$ cat src/rtl/dsp48a1_mac_sequencer.sv
// Sequencer that drives one DSP48A1 slice as a multiply-accumulate engine:
// takes a job, streams operand pairs with matching Opmode/CE/RstP, then hands back P.
module dsp48a1_mac_sequencer #(
    parameter int LEN_W = 10
) (
    input  logic             Clk,
    input  logic             Rst,
    input  logic             start,
    input  logic [LEN_W-1:0] len,
    input  logic             sub,
    output logic             busy,
    input  logic             in_valid,
    output logic             in_ready,
    input  logic [17:0]      in_a,
    input  logic [17:0]      in_b,
    output logic             res_valid,
    input  logic             res_ready,
    output logic [47:0]      res_data,
    output logic [17:0]      dsp_A,
    output logic [17:0]      dsp_B,
    output logic             dsp_CEA,
    output logic             dsp_CEB,
    output logic [7:0]       dsp_Opmode,
    output logic             dsp_CEP,
    output logic             dsp_RstP,
    output logic             dsp_RstCarryin,
    input  logic [47:0]      dsp_P,
    output logic [1:0]       state_dbg
);

    typedef enum logic [1:0] {
        IDLE  = 2'd0,
        RUN   = 2'd1,
        DRAIN = 2'd2,
        DONE  = 2'd3
    } state_t;

    state_t           state;
    logic [LEN_W-1:0] remaining;
    logic             first;
    logic             sub_q;
    logic             cep_q;
    logic             accept;
    logic             start_accept;

    // Both handshakes transfer on a cycle where valid and ready are high together;
    // valid may not depend on ready, and the payload is only meaningful while valid is high.
    assign in_ready     = (state == RUN);
    assign busy         = (state != IDLE);
    assign res_valid    = (state == DONE);
    assign accept       = in_valid & in_ready;
    assign start_accept = start & (state == IDLE);
    assign state_dbg    = state;

    assign res_data       = dsp_P;
    assign dsp_A          = in_a;
    assign dsp_B          = in_b;
    assign dsp_CEA        = accept;
    assign dsp_CEB        = accept;
    assign dsp_CEP        = cep_q;
    assign dsp_RstP       = Rst | start_accept;
    assign dsp_RstCarryin = Rst | start_accept;

    // X = A1*B1 always; Z = 0 for the first product, P afterwards; bit 7 selects subtract.
    assign dsp_Opmode = accept ? {sub_q, 3'b000, (first ? 2'b00 : 2'b10), 2'b01} : 8'h00;

    always_ff @(posedge Clk) begin
        if (Rst) begin
            state     <= IDLE;
            remaining <= '0;
            first     <= 1'b0;
            sub_q     <= 1'b0;
            cep_q     <= 1'b0;
        end else begin
            cep_q <= accept;
            case (state)
                IDLE: begin
                    if (start) begin
                        remaining <= len;
                        sub_q     <= sub;
                        first     <= 1'b1;
                        state     <= (len != '0) ? RUN : DONE;
                    end
                end
                RUN: begin
                    if (accept) begin
                        remaining <= remaining - LEN_W'(1);
                        first     <= 1'b0;
                        if (remaining == LEN_W'(1)) begin
                            state <= DRAIN;
                        end
                    end
                end
                // One extra cycle lets the last product land in P.
                DRAIN: state <= DONE;
                DONE: begin
                    if (res_ready) begin
                        state <= IDLE;
                    end
                end
                default: state <= IDLE;
            endcase
        end
    end

endmodule
$ cat config.mk
export PLATFORM = sky130hd
export DESIGN_NAME = dsp48a1_mac_sequencer
export DESIGN_NICKNAME = d
export VERILOG_FILES = /design/src/rtl/dsp48a1_mac_sequencer.sv
export SDC_FILE = /design/constraint.sdc
export NUM_CORES = 1
export LEC_CHECK = 0
export ABC_CLOCK_PERIOD_IN_PS = 2400
export CAP_MARGIN = 15
export CORE_MARGIN = 10
export CORE_UTILIZATION = 27
export CTS_CLUSTER_DIAMETER = 120
export DETAILED_ROUTE_END_ITERATION = 16
export PLACE_DENSITY = 0.86
export SKIP_CTS_REPAIR_TIMING = 1
export SLEW_MARGIN = 15
export SYNTH_ARGS = -nofsm -noshare
export SYNTH_HDL_FRONTEND = slang
export SYNTH_SLANG_ARGS = --single-unit
$ cat constraint.sdc
create_clock -name Clk -period 2.4 [get_ports Clk]
set_clock_uncertainty 0.2 [all_clocks]
set_input_delay 0.24 -clock Clk [delete_from_list [all_inputs] [get_ports Clk]]
set_output_delay 0.24 -clock Clk [all_outputs]
set_load 0.05 [all_outputs]
==> impl_metrics.yaml, run 1 <==
status:
  outcome: "complete, no violations"
logic_synthesis:
  synth_top_family_by_area: "buffers and inverters"
  syn_inst: 225
  synthSimpleGateAreaFrac_pct: 16.3
  synth_seq_cells: 15
  syn_area_sq_mm: 0.00169
  yosys_warnings: 0
  synthXorXnorAreaFrac_pct: 0
  syn_area_per_cell_sq_um: 7.51
  synthAdderAreaFrac_pct: 5.18
  ys_types: 36
  yosysSeqAreaShare_pct: 17.8
  synthMuxAreaShare_pct: 0
  synth_compound_area_share_pct: 15.7
power:
  p_per_area_mw_per_mm2: 1250
  p_leak_nw: 0.580
  irDropWorstVdd_uv: 967
setup_path:
  cpPeakStageDelay_ns: 0.51
  slowest_stage: "or3_1"
  worst_ep_arrival_time_ns: 2.12
  crit_path_start_kind: "flop"
  rrSetupSlack_ns: 0.25
  path_buf_inv: 1
  path_depth: 6
  cp_max_fo: 8
  cpLargestDelayFamily: "simple AND/OR/NAND/NOR gates"
  worstRegToRegCells: 6
  crit_chain: "inv_1 -> ha_1 -> nor2b_4 -> or3_1 -> a21o_1 -> a221oi_2"
  cp.required_ns: 2.38
  worstSetupPathType: "flop to flop"
  worstSetupEndpointType: "flop"
timing:
  fin_crit_ns: 2.15
  slew_headroom_pct: 65.0
  rsz0062_at_grt: "no"
  drv_slew: 0
  worst_slack_ns: 0.254
  fin_crit_sh_pct: 89.4
  setup_violations: 0
  finalHoldViolCount: 0
  max_freq_mhz: 466
  tns_ns: 0
  worst_pin_slew_ns: 0.524
floorplanning:
  floorplan.die_area_sq_mm: 0.00983
  die_w_microns: 99.1
  row_count: 28
  fp.dieH_microns: 99.1
  ios: 202
  coreArea_sq_mm: 0.00599
  initial_core_util_pct: 28.2
cells_and_area:
  final_nets: 273
  drive_above_1_share_pct: 14.5
  final_cell_mix: "clkdlybuf4s50_1, a21oi_1, dfxtp_1"
  antenna_cells: 0
  final_common_cell: "clkdlybuf4s50_1"
  area_growth_pct: -14.3
grt:
  grtUsageTotal_pct: 7.12
  antenna_found_initial: 0
  gr-total-overflow: 0
  grt_max_degree: 23
  grt_pass1_vias: 1146
  grt_pass1_wl_mm: 5.79
clock_network:
  htreeDepth: 1
  max-clock-path-buffers: 2
  cts-buffers-inserted: 3
  cts.sinks: 15
  cts_root_buf: "clkbuf_8"
  clk_latency_ns: 0.26
  cts.clk_slew.worst_paths_ns: 0.06
  cts_tree: "built"
placement:
  pre_cts_slack_ns: 0.274
  port_buffers: 28
  place.gp.congestion: 0.820
  dp_hpwl_mm: 2.91
flow_run:
  cap_viol_max_count: 0
detailed_routing:
  drt-initial-drc-count: 97
  post-route-drc-count: 0
  dr.pass1.iters: 4
  vias: 1150
  ant_nets: 0
  wire_per_inst_microns: 15.2
  routed_wl_mm: 3.64
  viasPerCell: 4.79
min_path:
  holdPathStages: 2
  hp-class: "flop to flop"
-- cell usage after synthesis (all sizes together) --
| cell type | n | area, sq um |
|---|---|---|
| o21a | 1 | 7.51 |
| or2 | 2 | 12.5 |
| nand2 | 7 | 26.3 |
| a211oi | 3 | 22.5 |
| dfxtp | 15 | 300 |
| a311oi | 2 | 17.5 |
| clkbuf | 3 | 11.3 |
| a31oi | 1 | 6.26 |
| nor3 | 7 | 35.0 |
| nand3b | 1 | 7.51 |
| buf | 95 | 706 |
| o221ai | 1 | 8.76 |
| a21oi | 13 | 65.1 |
| nand3 | 2 | 10.0 |
| ha | 7 | 87.6 |
| a31o | 1 | 8.76 |
| a32oi | 1 | 8.76 |
| a221oi | 2 | 23.8 |
| o21ai | 13 | 65.1 |
| o22ai | 1 | 6.26 |
| nand2b | 3 | 18.8 |
| or4b | 1 | 10.0 |
| conb | 1 | 3.75 |
| a21o | 2 | 15.0 |
| and3 | 1 | 6.26 |
| nor4 | 5 | 31.3 |
| and3b | 1 | 8.76 |
| nor2b | 6 | 45.0 |
| or3 | 3 | 18.8 |
| a41o | 1 | 10.0 |
| nor2 | 12 | 45.0 |
| inv | 11 | 41.3 |
-- through the flow --
step | instance area (sq um) | utilization [%] | power (mW) | std cells | hold slack [ns]
5_1_grt | 1450 | 24.2 | 1.94 | 240 | 0.280
3_5_place_dp | 1400 | 23.4 | 1.59 | 236 | 0.248
3_3_place_gp | 1400 | 23.4 | 1.55 | 236 | 0.243
2_1_floorplan | 1730 | - | 1.69 | 229 | 0.105
4_1_cts | 1450 | 24.2 | 1.81 | 240 | 0.257
6_report | 1450 | 24.2 | 1.81 | 240 | 0.259
-- registers in the layout (all words and copies together), names as in the netlist --
register	flops
sub_q	1
remaining	10
dsp_CEP	1
first	1
state_dbg	2
-- layer usage --
metal	vias up	wire length, microns	track usage (%)
li1	541	-	-
met1	509	1250	6.34
met2	72	1820	12.2
met3	28	433	4.08
met4	0	136	4.52
met5	-	0	0
-- power breakdown --
| part | internal, mW | switching [mW] |
|---|---|---|
| Sequential | 0.346 | 0.108 |
| Combinational | 0.437 | 0.697 |
| Clock | 0.118 | 0.102 |
| Total | 0.902 | 0.907 |
-- final cells by class --
type                       instances  area (sq um)
clock buffer                       4          45.0
fill                             647          4540
tap                               75          93.8
sequential                        15           305
multi-input combinational        105           662
inverter                          11          45.0
timing repair buffer              30           298
-- worst min-delay path, delay by kind of cell (launching register included) --
kind | cells | cell delay, ns
DFF | 1 | 0.31
and+or+nand+nor | 1 | 0.05
AOI/OAI and AO/OA | 1 | 0.05
-- logic make-up after synthesis --
group | after synthesis
buffers and inverters | 109
other | 1
flip-flops | 15
AO/OA/AOI/OAI | 42
AND/OR/NAND/NOR | 51
adder cells (fa/ha/maj) | 7
-- path summary, 6_finish.rpt --
kind	startpoint	to
setup / recovery	state_dbg[0]$_SDFFE_PP0P_	remaining[9]$_SDFFE_PP0P_
hold / removal	sub_q$_SDFFE_PP0P_	sub_q$_SDFFE_PP0P_
setup reg to reg	state_dbg[0]$_SDFFE_PP0P_	remaining[9]$_SDFFE_PP0P_
hold reg to reg	sub_q$_SDFFE_PP0P_	sub_q$_SDFFE_PP0P_
No activity file was read; power rests on OpenSTA's default activity.
==> run 2, diff against run 1 <==
--- a/config.mk
+++ b/config.mk
@@ -6,14 +6,14 @@
 export NUM_CORES = 1
 export LEC_CHECK = 0
 export ABC_CLOCK_PERIOD_IN_PS = 2400
-export CAP_MARGIN = 15
+export CAP_MARGIN = 30
 export CORE_MARGIN = 10
 export CORE_UTILIZATION = 27
 export CTS_CLUSTER_DIAMETER = 120
 export DETAILED_ROUTE_END_ITERATION = 16
 export PLACE_DENSITY = 0.86
 export SKIP_CTS_REPAIR_TIMING = 1
-export SLEW_MARGIN = 15
+export SLEW_MARGIN = 40
 export SYNTH_ARGS = -nofsm -noshare
 export SYNTH_HDL_FRONTEND = slang
 export SYNTH_SLANG_ARGS = --single-unit
==> results of run 2 <==
The final DEF is identical to that of run 1; final timing and power are the same.
